<file path="config.mk">
export PLATFORM = sky130hd
export DESIGN_NAME = collision_detect_flat
export DESIGN_NICKNAME = d
export VERILOG_FILES = /design/src/rtl/collision_detect_pkg.sv /design/src/rtl/collision_detect_if.sv /design/src/rtl/collision_detect_score_seq.sv /design/src/rtl/collision_detect.sv /design/src/flat_wrapper.sv
export SDC_FILE = /design/constraint.sdc
export NUM_CORES = 1
export LEC_CHECK = 0
export CORE_ASPECT_RATIO = 0.5
export CORE_UTILIZATION = 55
export CTS_CLUSTER_DIAMETER = 120
export DETAILED_ROUTE_END_ITERATION = 7
export PLACE_DENSITY = 0.95
export SETUP_SLACK_MARGIN = 0.1
export SLEW_MARGIN = 5
export SYNTH_ARGS = -nofsm -noshare
export SYNTH_HDL_FRONTEND = slang
export SYNTH_HIERARCHICAL = 1
export SYNTH_SLANG_ARGS = --single-unit
</file>
<file path="constraint.sdc">
create_clock -name clk -period 3.6 [get_ports clk]
set_clock_uncertainty 0.05 [all_clocks]
set_input_delay 0.54 -clock clk [delete_from_list [all_inputs] [get_ports clk]]
set_output_delay 0.54 -clock clk [all_outputs]
set_load 0.02 [all_outputs]
</file>
<file path="src/rtl/collision_detect_pkg.sv">
// Shared game constants and types for the collision / scoring path.
// Point values are also used by the asteroid unit and score_box.
package collision_detect_pkg;

    localparam int T_NUM_DEF      = 4;
    localparam int A_NUM_DEF      = 8;
    localparam int PTS_LARGE_DEF  = 20;
    localparam int PTS_MEDIUM_DEF = 50;
    localparam int PTS_SMALL_DEF  = 100;
    localparam int SUM_W_DEF      = 8;

    typedef enum logic [1:0] {
        SIZE_LARGE  = 2'd0,
        SIZE_MEDIUM = 2'd1,
        SIZE_SMALL  = 2'd2,
        SIZE_NONE   = 2'd3
    } size_e;

    typedef enum logic {
        ST_ACCUM  = 1'b0,
        ST_REPORT = 1'b1
    } rep_state_e;

endpackage

</file>
<file path="src/rtl/collision_detect_if.sv">
// Draw-flag inputs and hit/score outputs of the collision accumulator.
interface collision_detect_if
    import collision_detect_pkg::*;
#(
    parameter int T_NUM = T_NUM_DEF,
    parameter int A_NUM = A_NUM_DEF,
    parameter int SUM_W = SUM_W_DEF
);
    logic                  frame_start;
    logic                  enable;
    logic                  draw_ship;
    logic [T_NUM-1:0]      draw_torpedo;
    logic [A_NUM-1:0]      draw_asteroid;
    logic [A_NUM-1:0][1:0] asteroid_size;
    logic                  ship_hit;
    logic [T_NUM-1:0]      torpedo_hit;
    logic [A_NUM-1:0]      asteroid_hit;
    logic                  score_add;
    logic [SUM_W-1:0]      score_sum;
    logic                  busy;

    modport master (
        output frame_start, enable, draw_ship, draw_torpedo,
        output draw_asteroid, asteroid_size,
        input  ship_hit, torpedo_hit, asteroid_hit,
        input  score_add, score_sum, busy
    );

    modport slave (
        input  frame_start, enable, draw_ship, draw_torpedo,
        input  draw_asteroid, asteroid_size,
        output ship_hit, torpedo_hit, asteroid_hit,
        output score_add, score_sum, busy
    );
endinterface

</file>
<file path="src/rtl/collision_detect_score_seq.sv">
// Walks the torpedo-hit snapshot one asteroid per cycle and
// emits a score pulse with the size-dependent point value.
module collision_score_seq
    import collision_detect_pkg::*;
#(
    parameter int A_NUM      = A_NUM_DEF,
    parameter int PTS_LARGE  = PTS_LARGE_DEF,
    parameter int PTS_MEDIUM = PTS_MEDIUM_DEF,
    parameter int PTS_SMALL  = PTS_SMALL_DEF,
    parameter int SUM_W      = SUM_W_DEF
) (
    input  logic                  clk,
    input  logic                  resetN,
    input  logic                  start,
    input  logic                  any_hit,
    input  logic [A_NUM-1:0]      tor_ast_snap,
    input  logic [A_NUM-1:0][1:0] size_snap,
    output logic                  score_add,
    output logic [SUM_W-1:0]      score_sum,
    output logic                  busy
);
    localparam int IDX_W = (A_NUM > 1) ? $clog2(A_NUM) : 1;

    rep_state_e       state_q, state_d;
    logic [IDX_W-1:0] idx_q, idx_d;
    size_e            cur_size;

    always_comb begin
        state_d   = state_q;
        idx_d     = idx_q;
        score_add = 1'b0;
        score_sum = '0;
        busy      = (state_q == ST_REPORT);
        cur_size  = size_e'(size_snap[idx_q]);
        if (state_q == ST_REPORT) begin
            if (tor_ast_snap[idx_q] && cur_size != SIZE_NONE) begin
                score_add = 1'b1;
                unique case (cur_size)
                    SIZE_LARGE:  score_sum = SUM_W'(PTS_LARGE);
                    SIZE_MEDIUM: score_sum = SUM_W'(PTS_MEDIUM);
                    SIZE_SMALL:  score_sum = SUM_W'(PTS_SMALL);
                    default:     score_sum = '0;
                endcase
            end
            if (idx_q == IDX_W'(A_NUM - 1)) begin
                state_d = ST_ACCUM;
            end else begin
                idx_d = idx_q + 1'b1;
            end
        end
        // a new frame aborts whatever is left of the current walk
        if (start) begin
            state_d = any_hit ? ST_REPORT : ST_ACCUM;
            idx_d   = '0;
        end
    end

    always_ff @(posedge clk or negedge resetN) begin
        if (!resetN) begin
            state_q <= ST_ACCUM;
            idx_q   <= '0;
        end else begin
            state_q <= state_d;
            idx_q   <= idx_d;
        end
    end
endmodule

</file>
<file path="src/rtl/collision_detect.sv">
// Per-pixel collision accumulator: latches sprite overlaps over a
// frame, pulses hits at frame start, then serialises score adds.
module collision_detect
    import collision_detect_pkg::*;
#(
    parameter int T_NUM      = T_NUM_DEF,
    parameter int A_NUM      = A_NUM_DEF,
    parameter int PTS_LARGE  = PTS_LARGE_DEF,
    parameter int PTS_MEDIUM = PTS_MEDIUM_DEF,
    parameter int PTS_SMALL  = PTS_SMALL_DEF,
    parameter int SUM_W      = SUM_W_DEF
) (
    input logic               clk,
    input logic               resetN,
    collision_detect_if.slave bus
);
    if (((PTS_LARGE >> SUM_W) != 0) || ((PTS_MEDIUM >> SUM_W) != 0) ||
        ((PTS_SMALL >> SUM_W) != 0)) begin : g_pts_chk
        $error("collision_detect: point value does not fit score_sum");
    end

    logic                  ship_term;
    logic [T_NUM-1:0]      tor_term;
    logic [A_NUM-1:0]      ast_term, tor_ast_term;
    logic                  ship_acc_q, ship_acc_d;
    logic [T_NUM-1:0]      tor_acc_q, tor_acc_d;
    logic [A_NUM-1:0]      ast_acc_q, ast_acc_d;
    logic [A_NUM-1:0]      tor_ast_acc_q, tor_ast_acc_d;
    logic                  ship_hit_q, ship_hit_d;
    logic [T_NUM-1:0]      tor_hit_q, tor_hit_d;
    logic [A_NUM-1:0]      ast_hit_q, ast_hit_d;
    logic [A_NUM-1:0]      tor_ast_snap_q, tor_ast_snap_d;
    logic [A_NUM-1:0][1:0] size_snap_q, size_snap_d;

    always_comb begin
        ship_term    = bus.draw_ship & (|bus.draw_asteroid);
        tor_term     = bus.draw_torpedo & {T_NUM{|bus.draw_asteroid}};
        tor_ast_term = bus.draw_asteroid & {A_NUM{|bus.draw_torpedo}};
        ast_term     = bus.draw_asteroid &
                       {A_NUM{bus.draw_ship | (|bus.draw_torpedo)}};
        if (!bus.enable) begin
            ship_term    = 1'b0;
            tor_term     = '0;
            tor_ast_term = '0;
            ast_term     = '0;
        end
    end

    always_comb begin
        ship_acc_d     = ship_acc_q | ship_term;
        tor_acc_d      = tor_acc_q | tor_term;
        ast_acc_d      = ast_acc_q | ast_term;
        tor_ast_acc_d  = tor_ast_acc_q | tor_ast_term;
        ship_hit_d     = 1'b0;
        tor_hit_d      = '0;
        ast_hit_d      = '0;
        tor_ast_snap_d = tor_ast_snap_q;
        size_snap_d    = size_snap_q;
        // frame-start overlaps belong to the new frame
        if (bus.frame_start) begin
            ship_acc_d     = ship_term;
            tor_acc_d      = tor_term;
            ast_acc_d      = ast_term;
            tor_ast_acc_d  = tor_ast_term;
            ship_hit_d     = ship_acc_q;
            tor_hit_d      = tor_acc_q;
            ast_hit_d      = ast_acc_q;
            tor_ast_snap_d = tor_ast_acc_q;
            size_snap_d    = bus.asteroid_size;
        end
    end

    always_ff @(posedge clk or negedge resetN) begin
        if (!resetN) begin
            ship_acc_q     <= 1'b0;
            tor_acc_q      <= '0;
            ast_acc_q      <= '0;
            tor_ast_acc_q  <= '0;
            ship_hit_q     <= 1'b0;
            tor_hit_q      <= '0;
            ast_hit_q      <= '0;
            tor_ast_snap_q <= '0;
            size_snap_q    <= '0;
        end else begin
            ship_acc_q     <= ship_acc_d;
            tor_acc_q      <= tor_acc_d;
            ast_acc_q      <= ast_acc_d;
            tor_ast_acc_q  <= tor_ast_acc_d;
            ship_hit_q     <= ship_hit_d;
            tor_hit_q      <= tor_hit_d;
            ast_hit_q      <= ast_hit_d;
            tor_ast_snap_q <= tor_ast_snap_d;
            size_snap_q    <= size_snap_d;
        end
    end

    assign bus.ship_hit     = ship_hit_q;
    assign bus.torpedo_hit  = tor_hit_q;
    assign bus.asteroid_hit = ast_hit_q;

    collision_score_seq #(
        .A_NUM      (A_NUM),
        .PTS_LARGE  (PTS_LARGE),
        .PTS_MEDIUM (PTS_MEDIUM),
        .PTS_SMALL  (PTS_SMALL),
        .SUM_W      (SUM_W)
    ) u_score_seq (
        .clk          (clk),
        .resetN       (resetN),
        .start        (bus.frame_start),
        .any_hit      (|tor_ast_acc_q),
        .tor_ast_snap (tor_ast_snap_q),
        .size_snap    (size_snap_q),
        .score_add    (bus.score_add),
        .score_sum    (bus.score_sum),
        .busy         (bus.busy)
    );
endmodule

</file>
<file path="src/flat_wrapper.sv">
// flat-port wrapper written by rule: the top's interface ports become plain ports
module collision_detect_flat import collision_detect_pkg::*;
#(
    parameter int T_NUM      = T_NUM_DEF,
    parameter int A_NUM      = A_NUM_DEF,
    parameter int PTS_LARGE  = PTS_LARGE_DEF,
    parameter int PTS_MEDIUM = PTS_MEDIUM_DEF,
    parameter int PTS_SMALL  = PTS_SMALL_DEF,
    parameter int SUM_W      = SUM_W_DEF
)
  (clk, resetN, bus_frame_start, bus_enable, bus_draw_ship, bus_draw_torpedo, bus_draw_asteroid, bus_asteroid_size, bus_ship_hit, bus_torpedo_hit, bus_asteroid_hit, bus_score_add, bus_score_sum, bus_busy);
  collision_detect_if #(.T_NUM(T_NUM), .A_NUM(A_NUM), .SUM_W(SUM_W)) bus_i ();
  input logic clk;
  input logic resetN;
  input wire logic [$bits(bus_i.frame_start)-1:0] bus_frame_start;
  input wire logic [$bits(bus_i.enable)-1:0] bus_enable;
  input wire logic [$bits(bus_i.draw_ship)-1:0] bus_draw_ship;
  input wire logic [$bits(bus_i.draw_torpedo)-1:0] bus_draw_torpedo;
  input wire logic [$bits(bus_i.draw_asteroid)-1:0] bus_draw_asteroid;
  input wire logic [$bits(bus_i.asteroid_size)-1:0] bus_asteroid_size;
  output wire logic [$bits(bus_i.ship_hit)-1:0] bus_ship_hit;
  output wire logic [$bits(bus_i.torpedo_hit)-1:0] bus_torpedo_hit;
  output wire logic [$bits(bus_i.asteroid_hit)-1:0] bus_asteroid_hit;
  output wire logic [$bits(bus_i.score_add)-1:0] bus_score_add;
  output wire logic [$bits(bus_i.score_sum)-1:0] bus_score_sum;
  output wire logic [$bits(bus_i.busy)-1:0] bus_busy;
  assign bus_i.frame_start = bus_frame_start;
  assign bus_i.enable = bus_enable;
  assign bus_i.draw_ship = bus_draw_ship;
  assign bus_i.draw_torpedo = bus_draw_torpedo;
  assign bus_i.draw_asteroid = bus_draw_asteroid;
  assign bus_i.asteroid_size = bus_asteroid_size;
  assign bus_ship_hit = bus_i.ship_hit;
  assign bus_torpedo_hit = bus_i.torpedo_hit;
  assign bus_asteroid_hit = bus_i.asteroid_hit;
  assign bus_score_add = bus_i.score_add;
  assign bus_score_sum = bus_i.score_sum;
  assign bus_busy = bus_i.busy;
  collision_detect #(.T_NUM(T_NUM), .A_NUM(A_NUM), .PTS_LARGE(PTS_LARGE), .PTS_MEDIUM(PTS_MEDIUM), .PTS_SMALL(PTS_SMALL), .SUM_W(SUM_W)) u_core (.clk(clk), .resetN(resetN), .bus(bus_i));
endmodule
</file>
==> flow_metrics.tcl <==
set metrics [dict create \
    fp.dieW_um 101 \
    r2r_slack_ns 1.92 \
    power_mw 1.76 \
    holdWs_ns 0.175 \
    yosysWarnings 6 \
    synth_seq_cells 62 \
    worst_pin_slew_ns 0.660 \
    grt_pass1_vias 1746 \
    antenna_found_initial 0 \
    leakagePower_nw 1.51 \
    yosys.area.top_type "dfrtp_1" \
    drt_first_pass_iters 4 \
    synthCells 189 \
    cts_sinks 62 \
    core_area_um2 4550 \
    avgSynthCellArea_um2 14.3 \
    fin_crit_sh 0.910 \
    antenna_left 0 \
    synthTopCellsByArea "dfrtp_1, mux2_2, a22o_1, mux4_2, and2_1" \
    hold_class "in2async" \
    cts_buffers 9 \
    drt-total-wl_um 5450 \
    syn2layout_area_growth_pct 27.5 \
    relSlewSlack 0.560 \
    rr_startpoint "u_core/u_score_seq/idx_q[0]$_DFFE_PN0P_" \
    io_buffers 52 \
    clkSlewWorstSetupHoldPaths_ns 0.07 \
    rr_worst_depth 6 \
    async_flop_share 1.00 \
    power.density_nw_per_um2 510 \
    cts_buffer_depth 2 \
    grt_pass1_wl_um 8800 \
    netlist_area_um2 2710 \
    std_cell_rows 17 \
    synth_cell_type_count 32 \
    period_needed_ns 3.27 \
    start_util 0.595 \
    arrival_ns 2.68 \
    yosysMostFrequentCell "dfrtp_1" \
    nNetsFinal 284 \
    grt_max_degree 33 \
    crit_path_end_kind "output port" \
    num_io_pins 56 \
    drive_gt1_frac 0.249 \
    peakVddDrop_uv 339 \
    synth_ff_type "dfrtp_1" \
    drt_iter0_drc 104 \
    vias 1746 \
    slew_viol_final 0 \
    hold_viol 0 \
    die_area_um2 5230 \
    path_max_fanout 6 \
    routabilityCongestion 0.737 \
    grt.overflow.total 0 \
    fp.dieH_um 51.6 \
    status "complete, no violations" \
    drc 0 \
    cts-htree-levels 3 \
    place.detailed.hpwl_um 3750 \
    worstSkewPairLatency_ns 0.34 \
    setup_viol 0 \
    antenna_cells 0 \
    wire_per_inst_um 17.3 \
    yosys-top-cells-count "dfrtp_1, mux2_2, a22o_1, and2_1, nand2_1" \
    path_class "reg2out" \
    cap_violations 0 \
    cp-start-kind "flip-flop" \
    final.setup.tns_ns 0 \
    track_usage 0.240 \
    clockRootBuffer "clkbuf_8" \
    avgViaCountPerCell 5.54 \
    yosysSeqAreaShare 0.572 \
    worst_ep_required_time_ns 3.01 \
    regToRegEndpoint "u_core/u_score_seq/idx_q[0]$_DFFE_PN0P_" \
    fillerInstances 281 \
    rsz0062_at_grt "false" \
    synth-edff-count 0 \
    cts_tree "built" \
    max_freq_mhz 305 \
    synth_top_cell_area_share 0.572 \
]
## state kept, by name, summed over array words and instances (netlist names)
register	count
u_core/size_snap_q	16
u_core/ast_acc_q	8
u_core/bus.asteroid_hit	8
u_core/tor_ast_acc_q	8
u_core/tor_ast_snap_q	8
u_core/bus.torpedo_hit	4
u_core/tor_acc_q	4
u_core/u_score_seq/idx_q	3
u_core/bus.ship_hit	1
u_core/ship_acc_q	1
u_core/u_score_seq/busy	1
## cells by family after synthesis
family,Yosys count,share of synthesized area
flops,62,0.572
simple gates,40,0.0873
mux,33,0.163
compound gates,28,0.106
buf+inv,18,0.0388
fa+ha+maj,6,0.0277
other cells,1,0.00138
xor+xnor,1,0.00323
## worst max-delay path: stages (launching register included)
cell           delay, ns
dfrtp_2             0.44
mux4_2              0.55
mux2i_4             0.21
inv_2               0.07
ha_1                0.20
inv_1               0.10
o311ai_4            0.13
nor4b_1             0.28
dlygate4sd2_1       0.37
## cells in the final DEF (no fill, tap or decap), types with 2 or more instances in the layout
cell type / synthesis / layout
mux2i_4: 2 / 2
ha_1: 6 / 6
a21oi_1: 2 / 2
clkdlybuf4s50_1: 0 / 45
nor2_1: 3 / 3
nor2b_1: 2 / 2
clkbuf_8: 0 / 10
dfrtp_1: 62 / 60
buf_4: 3 / 4
inv_1: 3 / 3
nor4b_1: 3 / 3
clkinv_4: 0 / 2
inv_2: 2 / 2
mux2_2: 26 / 26
and2_1: 13 / 13
dfrtp_2: 0 / 2
nand2_1: 8 / 8
nor4_1: 6 / 6
conb_1: 1 / 3
mux4_2: 4 / 4
dlygate4sd2_1: 0 / 5
nand2b_1: 2 / 2
a22o_1: 16 / 16
a32o_1: 5 / 5
## cell type report
cell class | count | area (µm²) | area share
clock buffer | 10 | 138 | 0.0398
clock inverter | 5 | 60.1 | 0.0174
inverter | 5 | 18.8 | 0.00543
multi-input combinational | 111 | 1060 | 0.307
sequential | 62 | 1550 | 0.450
tap | 66 | 82.6 | 0.0239
timing repair buffer | 56 | 542 | 0.157
## metal layers
layer  global-route usage  vias up  part of all wire
li1                     -      798                 -
met1                0.294      896              0.44
met2                0.396       46              0.50
met3                0.109        6             0.048
met4               0.0507        0            0.0062
met5                    0        -                 0
## power by group
group,switching [mW],total (mW),internal [mW],leakage [nW]
sequential,0.0525,0.816,0.764,0.761
clock,0.266,0.601,0.335,0.0983
combinational,0.162,0.346,0.184,0.649
total,0.480,1.76,1.28,1.51
## stage by stage
stage                     utilization  setup slack, ns  std cells  area, µm²
after global routing            0.759            0.170        315       3460
after detailed placement        0.716            0.312        300       3260
after global placement          0.716            0.464        300       3260
final                           0.759            0.325        315       3460
after CTS                       0.759            0.151        315       3450
after floorplan                     -            0.618        191       2720
## what timing repair did
| action | CTS | global route |
|---|---|---|
| endpoints found under the setup margin | 6 | 1 |
| hold buffers | 0 | 0 |
| endpoints found under the hold margin | 0 | 0 |
| buffers inserted | 0 | 0 |
| resized for setup | 7 | 1 |
| pin swaps | 0 | 0 |
## worst max-delay path by stage
stage                                            start                to  slack, ns  cells after the start
4_1_cts        u_core/u_score_seq/idx_q[0]$_DFFE_PN0P_     bus_score_add       0.15                      8
6_report       u_core/u_score_seq/idx_q[0]$_DFFE_PN0P_  bus_score_sum[1]       0.33                      8
3_5_place_dp   u_core/u_score_seq/idx_q[0]$_DFFE_PN0P_  bus_score_sum[1]       0.31                      8
5_1_grt        u_core/u_score_seq/idx_q[0]$_DFFE_PN0P_  bus_score_sum[1]       0.17                      8
2_1_floorplan  u_core/u_score_seq/idx_q[0]$_DFFE_PN0P_  bus_score_sum[1]       0.62                      8
3_3_place_gp   u_core/u_score_seq/idx_q[0]$_DFFE_PN0P_  bus_score_sum[5]       0.46                      8
Note: power is estimated with default switching activity, not from simulation.
